==> src/rtl/mem_lsu_pkg.sv <==
// rtl/mem_lsu_pkg.sv - shared opcodes, state encodings and size helpers for the load/store unit
package mem_lsu_pkg;

  // Load opcodes carried on memrop
  localparam logic [2:0] ROP_MNO = 3'd0;
  localparam logic [2:0] ROP_LB  = 3'd1;
  localparam logic [2:0] ROP_LH  = 3'd2;
  localparam logic [2:0] ROP_LW  = 3'd3;
  localparam logic [2:0] ROP_LD  = 3'd4;
  localparam logic [2:0] ROP_LBU = 3'd5;
  localparam logic [2:0] ROP_LHU = 3'd6;
  localparam logic [2:0] ROP_LWU = 3'd7;

  // Store opcodes carried on memwop
  localparam logic [2:0] WOP_MNO = 3'd0;
  localparam logic [2:0] WOP_SB  = 3'd1;
  localparam logic [2:0] WOP_SH  = 3'd2;
  localparam logic [2:0] WOP_SW  = 3'd3;
  localparam logic [2:0] WOP_SD  = 3'd4;

  typedef enum logic [1:0] {
    ST_IDLE = 2'b00,
    ST_REQ  = 2'b01,
    ST_RESP = 2'b10,
    ST_DONE = 2'b11
  } lsu_state_e;

  typedef enum logic [1:0] {
    SZ_B = 2'd0,
    SZ_H = 2'd1,
    SZ_W = 2'd2,
    SZ_D = 2'd3
  } acc_size_e;

  // MNO and any unlisted store code fall back to a byte access
  function automatic acc_size_e wop_size(input logic [2:0] op);
    case (op)
      WOP_SH:  return SZ_H;
      WOP_SW:  return SZ_W;
      WOP_SD:  return SZ_D;
      default: return SZ_B;
    endcase
  endfunction

  // MNO loads are sized as bytes so they can never be flagged misaligned
  function automatic acc_size_e rop_size(input logic [2:0] op);
    case (op)
      ROP_LH, ROP_LHU: return SZ_H;
      ROP_LW, ROP_LWU: return SZ_W;
      ROP_LD:          return SZ_D;
      default:         return SZ_B;
    endcase
  endfunction

endpackage

==> src/rtl/mem_lsu_align.sv <==
// rtl/mem_lsu_align.sv - combinational lane alignment, mask generation and load extension
module mem_lsu_align
  import mem_lsu_pkg::*;
#(
  parameter int DATA_W = 64,
  parameter int ADDR_W = 64
) (
  input  logic              wr,
  input  logic [2:0]        memwop,
  input  logic [2:0]        memrop,
  input  logic [ADDR_W-1:0] addr,
  input  logic [DATA_W-1:0] stor_data,
  output logic [ADDR_W-1:0] aligned_addr,
  output logic [DATA_W-1:0] wdata,
  output logic [7:0]        wmask,
  output logic              misalign,
  input  logic [2:0]        ld_op,
  input  logic [2:0]        ld_off,
  input  logic [DATA_W-1:0] rdata,
  output logic [DATA_W-1:0] ld_result
);

  acc_size_e         size;
  logic [2:0]        off;
  logic [DATA_W-1:0] shifted;

  // Request side: size the access, check alignment and place store data in its lanes
  always_comb begin
    off          = addr[2:0];
    size         = wr ? wop_size(memwop) : rop_size(memrop);
    aligned_addr = {addr[ADDR_W-1:3], 3'b000};
    misalign     = 1'b0;
    wdata        = '0;
    wmask        = 8'h00;
    case (size)
      SZ_H:    misalign = off[0];
      SZ_W:    misalign = |off[1:0];
      SZ_D:    misalign = |off;
      default: misalign = 1'b0;
    endcase
    if (wr) begin
      wdata = stor_data << {off, 3'b000};
      case (size)
        SZ_H:    wmask = 8'h03 << off;
        SZ_W:    wmask = 8'h0F << off;
        SZ_D:    wmask = 8'hFF;
        default: wmask = 8'h01 << off;
      endcase
    end
  end

  // Response side: bring the addressed bytes down to bit 0 and extend per the latched load op
  always_comb begin
    shifted = rdata >> {ld_off, 3'b000};
    case (ld_op)
      ROP_LB:  ld_result = {{(DATA_W-8){shifted[7]}}, shifted[7:0]};
      ROP_LH:  ld_result = {{(DATA_W-16){shifted[15]}}, shifted[15:0]};
      ROP_LW:  ld_result = {{(DATA_W-32){shifted[31]}}, shifted[31:0]};
      ROP_LBU: ld_result = {{(DATA_W-8){1'b0}}, shifted[7:0]};
      ROP_LHU: ld_result = {{(DATA_W-16){1'b0}}, shifted[15:0]};
      ROP_LWU: ld_result = {{(DATA_W-32){1'b0}}, shifted[31:0]};
      default: ld_result = shifted;
    endcase
  end

endmodule

==> src/rtl/mem_lsu.sv <==
// rtl/mem_lsu.sv - MEM-stage load/store unit with a single outstanding data-memory request
module mem_lsu
  import mem_lsu_pkg::*;
#(
  parameter int DATA_W = 64,
  parameter int ADDR_W = 64
) (
  input  logic              clock,
  input  logic              reset,
  input  logic              mem_ena,
  input  logic              mem_wr,
  input  logic [2:0]        memwop,
  input  logic [2:0]        memrop,
  input  logic [ADDR_W-1:0] mem_addr,
  input  logic [DATA_W-1:0] mem_stor_data,
  output logic              dmem_req_valid,
  input  logic              dmem_req_ready,
  output logic              dmem_req_wr,
  output logic [ADDR_W-1:0] dmem_req_addr,
  output logic [DATA_W-1:0] dmem_req_wdata,
  output logic [7:0]        dmem_req_wmask,
  input  logic              dmem_rsp_valid,
  input  logic [DATA_W-1:0] dmem_rsp_rdata,
  output logic [DATA_W-1:0] ld_data,
  output logic              ld_valid,
  output logic              misalign,
  output logic              stall_req
);

  lsu_state_e        state;
  logic [2:0]        ld_op_q;
  logic [2:0]        ld_off_q;
  logic              is_load_q;

  logic [ADDR_W-1:0] al_addr;
  logic [DATA_W-1:0] al_wdata;
  logic [7:0]        al_wmask;
  logic              al_misalign;
  logic [DATA_W-1:0] al_ld_result;

  mem_lsu_align #(
    .DATA_W(DATA_W),
    .ADDR_W(ADDR_W)
  ) u_align (
    .wr          (mem_wr),
    .memwop      (memwop),
    .memrop      (memrop),
    .addr        (mem_addr),
    .stor_data   (mem_stor_data),
    .aligned_addr(al_addr),
    .wdata       (al_wdata),
    .wmask       (al_wmask),
    .misalign    (al_misalign),
    .ld_op       (ld_op_q),
    .ld_off      (ld_off_q),
    .rdata       (dmem_rsp_rdata),
    .ld_result   (al_ld_result)
  );

  // Hold the pipeline from the moment an access is seen until the bus transaction completes
  assign stall_req = ((state == ST_IDLE) && mem_ena) || (state == ST_REQ) || (state == ST_RESP);

  // Access sequencer: latch the access, drive the request, wait for the response, report
  always_ff @(posedge clock or negedge reset) begin
    if (!reset) begin
      state          <= ST_IDLE;
      ld_op_q        <= ROP_MNO;
      ld_off_q       <= 3'd0;
      is_load_q      <= 1'b0;
      dmem_req_valid <= 1'b0;
      dmem_req_wr    <= 1'b0;
      dmem_req_addr  <= '0;
      dmem_req_wdata <= '0;
      dmem_req_wmask <= 8'h00;
      ld_data        <= '0;
      ld_valid       <= 1'b0;
      misalign       <= 1'b0;
    end else begin
      case (state)
        ST_IDLE: begin
          ld_valid <= 1'b0;
          misalign <= 1'b0;
          if (mem_ena) begin
            ld_op_q   <= memrop;
            ld_off_q  <= mem_addr[2:0];
            is_load_q <= !mem_wr;
            if (al_misalign) begin
              // Skip the bus entirely and report the fault in the DONE cycle
              misalign <= 1'b1;
              state    <= ST_DONE;
            end else begin
              dmem_req_valid <= 1'b1;
              dmem_req_wr    <= mem_wr;
              dmem_req_addr  <= al_addr;
              dmem_req_wdata <= al_wdata;
              dmem_req_wmask <= al_wmask;
              state          <= ST_REQ;
            end
          end
        end
        ST_REQ: begin
          if (dmem_req_ready) begin
            dmem_req_valid <= 1'b0;
            state          <= ST_RESP;
          end
        end
        ST_RESP: begin
          if (dmem_rsp_valid) begin
            if (is_load_q) begin
              ld_data  <= al_ld_result;
              ld_valid <= 1'b1;
            end
            state <= ST_DONE;
          end
        end
        ST_DONE: begin
          // The finished instruction is still in EX/MEM, so mem_ena is ignored here
          ld_valid <= 1'b0;
          misalign <= 1'b0;
          state    <= ST_IDLE;
        end
        default: state <= ST_IDLE;
      endcase
    end
  end

endmodule
==> config.mk <==
export PLATFORM = sky130hd
export DESIGN_NAME = mem_lsu
export DESIGN_NICKNAME = d
export VERILOG_FILES = /design/src/rtl/mem_lsu_pkg.sv /design/src/rtl/mem_lsu_align.sv /design/src/rtl/mem_lsu.sv
export SDC_FILE = /design/constraint.sdc
export NUM_CORES = 1
export LEC_CHECK = 0
export CAP_MARGIN = 20
export CORE_ASPECT_RATIO = 1.25
export CORE_MARGIN = 4
export CORE_UTILIZATION = 44
export CTS_CLUSTER_SIZE = 14
export DETAILED_ROUTE_END_ITERATION = 16
export PLACE_DENSITY = 0.88
export SLEW_MARGIN = 10
export SYNTH_ARGS = -nofsm -noshare
export SYNTH_HDL_FRONTEND = slang
export SYNTH_SLANG_ARGS = --single-unit
==> constraint.sdc <==
create_clock -name clock -period 2.1 [get_ports clock]
set_input_delay 0.21 -clock clock [delete_from_list [all_inputs] [get_ports clock]]
set_output_delay 0.21 -clock clock [all_outputs]
set_load 0.01 [all_outputs]
Word level (Yosys, flattened, before mapping):

Index checks and enable logic that the tools add are counted.

* register bits: 210
* input port bits: 204
* output and inout bits: 205
* word-level logic and storage cells: 85

* equal/unequal tests: 25
* shift-type cells: 5
* multiplexer cells: 23
* bitwise gates (word level): 1
* reductions and logical operators: 19

Operators with widths (count)
* 64-bit case mux with 6 select lines: 1
* 64-bit 2-to-1 mux: 1
* 64-bit by 6-bit << shifter with 64-bit output: 1
* 64-bit by 6-bit right shift with 64-bit output: 1
* 8-bit case mux with 3 select lines: 1
* 3-bit == test, second input constant: 7
* 3-bit by 2-bit == test with 1-bit output, second input constant: 6
* 2-bit case mux with 3 select lines: 2
* 3-bit AND reduction: 4
* 2-bit 2-to-1 mux: 5
* 2-bit != test, second input constant: 5
* 2-bit == test, second input constant: 4
* 8-bit 2-to-1 mux: 1
* 2-bit case mux with 4 select lines: 1
* 2-bit OR reduction: 4
* 1-bit by 3-bit << shifter with 8-bit output, first input constant: 1
* 2-bit by 3-bit << shifter with 8-bit output, first input constant: 1
* 4-bit by 3-bit << shifter with 8-bit output, first input constant: 1
* 1-bit 2-to-1 mux: 7
* 1-bit case mux with 2 select lines: 3
* 2-bit nonzero test: 3
* 2-bit by 1-bit == test with 1-bit output, second input constant: 2
* 4-bit AND reduction: 1
* 3-bit by 1-bit == test with 1-bit output, second input constant: 1
* 8 further kinds: 9

Logic depth before layout (Yosys ltp):

* word-level depth: 9
* depth in mapped cells: 14
* gate-level depth less buffers: 11

By module:

Synthesis repeated with hierarchy kept, for this count alone.

* cells, all modules: 1147
* area total of the unflattened synthesis: 13581.8 um^2

Modules (own cells, without submodules)
* mem_lsu: times used 1, cells each 476, area each 8516.9 um^2, sequential area each 5330.1 um^2
* mem_lsu_align: times used 1, cells each 671, area each 5064.9 um^2, sequential area each 0.0 um^2

Least setup slack after synthesis:

OpenSTA, ideal clock, no wires.

* path kind: input-to-reg
* from: in mem_wr
* to: reg dmem_req_addr[19]
* setup time: 0.125 ns
* data arrival time: 2.299 ns
* data required time: 1.975 ns
* setup slack: -0.324 ns
* stages on the path: 9
* path buffers: 4
* cells stage by stage: clkbuf_1 -> mux2i_1 -> ha_1 -> clkbuf_1 -> o21bai_1 -> a21o_1 -> clkbuf_1 -> buf_2 -> mux2_2

* cells in the longest elaborated chain, start to end: 5
* elaborated cells between the ends (all ways): 7
* classes of those cells: eq/ne (3); mux (2); bitwise (1); reduce/logical (1)

Ends and longest elaborated chain
* start, declared: RTL line mem_lsu.sv:11 `input logic mem_wr,`
* 2-bit 2-to-1 mux (*): RTL line mem_lsu_align.sv:30 `size = wr ? wop_size(memwop) : rop_size(memrop);`
* 2-bit == test / 2-bit by 1-bit == test with 1-bit output (equally long branches): RTL line mem_lsu_align.sv:35 `case (size)`
* 1-bit case mux with 3 select lines (*): RTL line mem_lsu_align.sv:35
* 1-bit inverter (no source line) (*)
* 3-bit AND reduction (no source line) (*)
* end signal, assigned: RTL line mem_lsu.sv:94 `dmem_req_addr <= al_addr;`
* end, declared: RTL line mem_lsu.sv:19 `output logic [ADDR_W-1:0] dmem_req_addr,`

Every way passes the cells marked *; elsewhere a longest branch is shown, timed or not.
A chain may end at the register's enable or synchronous reset.

Worst setup path in the final report:

* from: in memwop[2]
* to: reg dmem_req_wmask[5]

* cells in the longest elaborated chain, start to end: 7
* elaborated cells between the ends (all ways): 13
* classes of those cells: eq/ne (6); mux (5); bitwise (1); reduce/logical (1)

Ends and longest elaborated chain
* start, declared: RTL line mem_lsu.sv:12 `input logic [2:0] memwop,`
* 3-bit == test / 3-bit by 2-bit == test with 1-bit output (equally long branches): RTL line mem_lsu_pkg.sv:37 `case (op)`
* 2-bit case mux with 3 select lines (*): RTL line mem_lsu_pkg.sv:37
* 2-bit 2-to-1 mux (*): RTL line mem_lsu_align.sv:30
* 2-bit == test / 2-bit by 1-bit == test with 1-bit output (equally long branches): RTL line mem_lsu_align.sv:35, mem_lsu_align.sv:43
* 1-bit case mux with 3 select lines: RTL line mem_lsu_align.sv:35
* 1-bit inverter (no source line)
* 3-bit AND reduction (no source line)
* end signal, assigned: RTL line mem_lsu.sv:96 `dmem_req_wmask <= al_wmask;`
* end, declared: RTL line mem_lsu.sv:21 `output logic [7:0] dmem_req_wmask,`

Marks and branches as above.

==> flow_metrics.env <==
export IMPL_status="complete, no violations"
export IMPL_syn_mean_instance_area_um2=10.2
export IMPL_synth_top_area_share=0.467
export IMPL_ir_drop_uv=993
export IMPL_wl_per_cell_um=22.3
export IMPL_total_power_w=0.0242
export IMPL_drtIter0Drc=685
export IMPL_numCtsBuffers=22
export IMPL_cp_end_kind="register"
export IMPL_area_delta_synth_final_pct=55.0
export IMPL_initial_core_util=0.447
export IMPL_syn_inst=1104
export IMPL_pre_cts_ws_ps=-864
export IMPL_cts_tree="yes"
export IMPL_crit_type="in2reg"
export IMPL_grt_pass1_vias=11458
export IMPL_antenna_found_initial=0
export IMPL_hp_class="in2reg"
export IMPL_grt_usage=0.294
export IMPL_cp_arrival_ps=2460
export IMPL_finalCritPeriodShare=0.987
export IMPL_synth_cell_types=47
export IMPL_reg2reg_from="ld_off_q[0]"
export IMPL_synth_edf_count=0
export IMPL_maxSlewHeadroom=0.599
export IMPL_cts_root_buf="clkbuf_16"
export IMPL_clk_pin_slew_ps=70
export IMPL_pin_count=409
export IMPL_clockBufferDepth=3
export IMPL_holdPathStages=2
export IMPL_yosys_register_bits=210
export IMPL_wl_um=42900
export IMPL_grt_overflow_total=0
export IMPL_drt_pre_antenna_iters=7
export IMPL_final_max_slew_viol_count=0
export IMPL_stdcell_count=1919
export IMPL_portBuffers=405
export IMPL_synth_top_area_cell="dfrtp_1"
export IMPL_synth_area_um2=11300
export IMPL_grt_pass1_wl_um=65100
export IMPL_synthFlopType="dfrtp_1"
export IMPL_crit_fanout=14
export IMPL_skew_ps=14.1
export IMPL_place_inst=1865
export IMPL_cp_start_kind="input port"
export IMPL_power_density_nw_per_um2=1390
export IMPL_yosysWarnings=0
export IMPL_route_detailed_drc=0
export IMPL_setup_viol=0
export IMPL_h_tree_depth=1
export IMPL_fin_ws_ps=27.1
export IMPL_ant_nets=0
export IMPL_synth_commonest_cells="dfrtp_1, nand2_1, mux2i_1"
export IMPL_tightest_slew_ps=599
export IMPL_reg2reg_depth=6
export IMPL_clk_latency_ps=500
export IMPL_nets=1783
export IMPL_vias_per_cell=5.72
export IMPL_die_w_um=151
export IMPL_fmax_mhz=482
export IMPL_required_ps=2480
export IMPL_p_leak_nw=7.44
export IMPL_die_area_um2=28200
export IMPL_ys_top_cells_by_area="dfrtp_1, mux2i_1, mux2_2"
export IMPL_numClockSinks=210
export IMPL_chipHeight_um=187
export IMPL_seq_area_frac_synth=0.467
export IMPL_post_dp_hpwl_um=32100
export IMPL_rsz0062_at_grt="true"
export IMPL_grt_max_degree=90
export IMPL_reg2reg_to="ld_data[61]"
export IMPL_std_cell_rows=65
export IMPL_hold_ws_ps=59.8
export IMPL_routed_via_count=10986
export IMPL_drive_gt1_frac=0.188
export IMPL_synth_async_reset_ratio=1.00
export IMPL_core_um2=25200
export IMPL_antennaDiodeCount=0
export IMPL_gp_congestion=0.955
export IMPL_maxCapViolations=0
export IMPL_tns_ps=0
export IMPL_hold_end="ld_op_q[1]"
export IMPL_min_period_ps=2070
export IMPL_regToRegSetupSlack_ps=30
export IMPL_min_from="memrop[1]"
export IMPL_synth_most_common_cell="dfrtp_1"
export IMPL_finalHoldViolations=0
==> registers in the layout (all words and copies together) (netlist names) <==
name / flops
dmem_req_wdata: 64
ld_data: 64
dmem_req_addr: 61
dmem_req_wmask: 8
ld_off_q: 3
ld_op_q: 3
state: 2
dmem_req_valid: 1
dmem_req_wr: 1
is_load_q: 1
ld_valid: 1
misalign: 1
==> routing by layer <==
layer  wire length, um  up-vias  global-route usage  share of wire
li1                  -     4911                   -              -
met1             14900     5253               0.341           0.35
met2             21000      672               0.497           0.49
met3              3940      150              0.0560          0.092
met4              3080        0               0.178          0.072
met5                 0        -                   0              0
==> repair_timing <==
| action | CTS | global route |
|---|---|---|
| hold buffers | 1 | 0 |
| resized for setup | 34 | 24 |
| endpoints found under the hold margin | 53 | 0 |
| cloned | 5 | 0 |
| setup buffers | 9 | 1 |
| pin swaps | 11 | 3 |
| endpoints found under the setup margin | 152 | 141 |
==> worst max-delay path by stage <==
stage              start                end  slack [ps]  depth (start not counted)
4_1_cts        memwop[0]     dmem_req_valid         0.6                         16
2_1_floorplan  memrop[1]  dmem_req_addr[29]          10                         10
3_3_place_gp   memwop[1]   dmem_req_addr[7]        -830                         13
5_1_grt        memwop[1]     dmem_req_valid         -30                         16
6_report       memwop[2]  dmem_req_wmask[5]          30                         14
3_5_place_dp   memwop[1]   dmem_req_addr[6]        -860                         13
==> per-stage QoR <==
| stage | utilization | cell area, um^2 |
|---|---|---|
| after floorplan | - | 11300 |
| after global placement | 0.650 | 16400 |
| after detailed placement | 0.650 | 16400 |
| after CTS | 0.690 | 17400 |
| after global routing | 0.692 | 17500 |
| final | 0.692 | 17500 |
==> cells in the final DEF (no fill, tap or decap), drive strengths merged, types with 3 or more instances in the layout <==
cell,Yosys,layout
clkinv,0,5
inv,10,10
ha,10,10
bufbuf,0,3
o21ai,102,102
mux2,78,78
a21oi,32,32
nor2,85,85
a22o,33,33
a211oi,32,32
mux4,14,14
a31oi,55,55
conb,1,3
buf,42,131
clkbuf,53,33
nor3,5,5
dfrtp,210,210
nand3,5,5
nand2,120,120
mux2i,113,113
clkdlybuf4s50,0,394
nor2b,29,29
nand2b,25,25
o22ai,19,19
o22a,8,8
==> where the power goes <==
group	internal (W)	switching (W)
clock	0.00239	0.00165
combinational	0.00701	0.00601
sequential	0.00590	0.00125
==> cell families after synthesis <==
kind of cell	after synthesis	share of synthesized area
xor+xnor	2	0.00156
mux	205	0.206
buf+inv	105	0.0402
other cells	1	0.000333
flops	210	0.467
compound gates	292	0.163
simple gates	279	0.111
fa+ha+maj	10	0.0111
==> final cells by class <==
type	instances	area [um^2]
fill	1823	7760
multi-input combinational	791	5680
timing repair buffer	534	5310
sequential	210	5260
clock buffer	30	642
tap	335	419
clock inverter	9	104
inverter	10	37.5
==> worst max-delay path, stage by stage <==
cell and delay, ps:
buf_2 140, xnor2_2 140, nor2_2 200, nand2_2 100, o31ai_4 90, inv_2 80, ha_2 200, a21oi_2 140
o21bai_2 100, buf_4 140, a21o_4 230, buf_8 150, bufbuf_16 280, a22o_1 250
(Power assumes the default switching activity.)
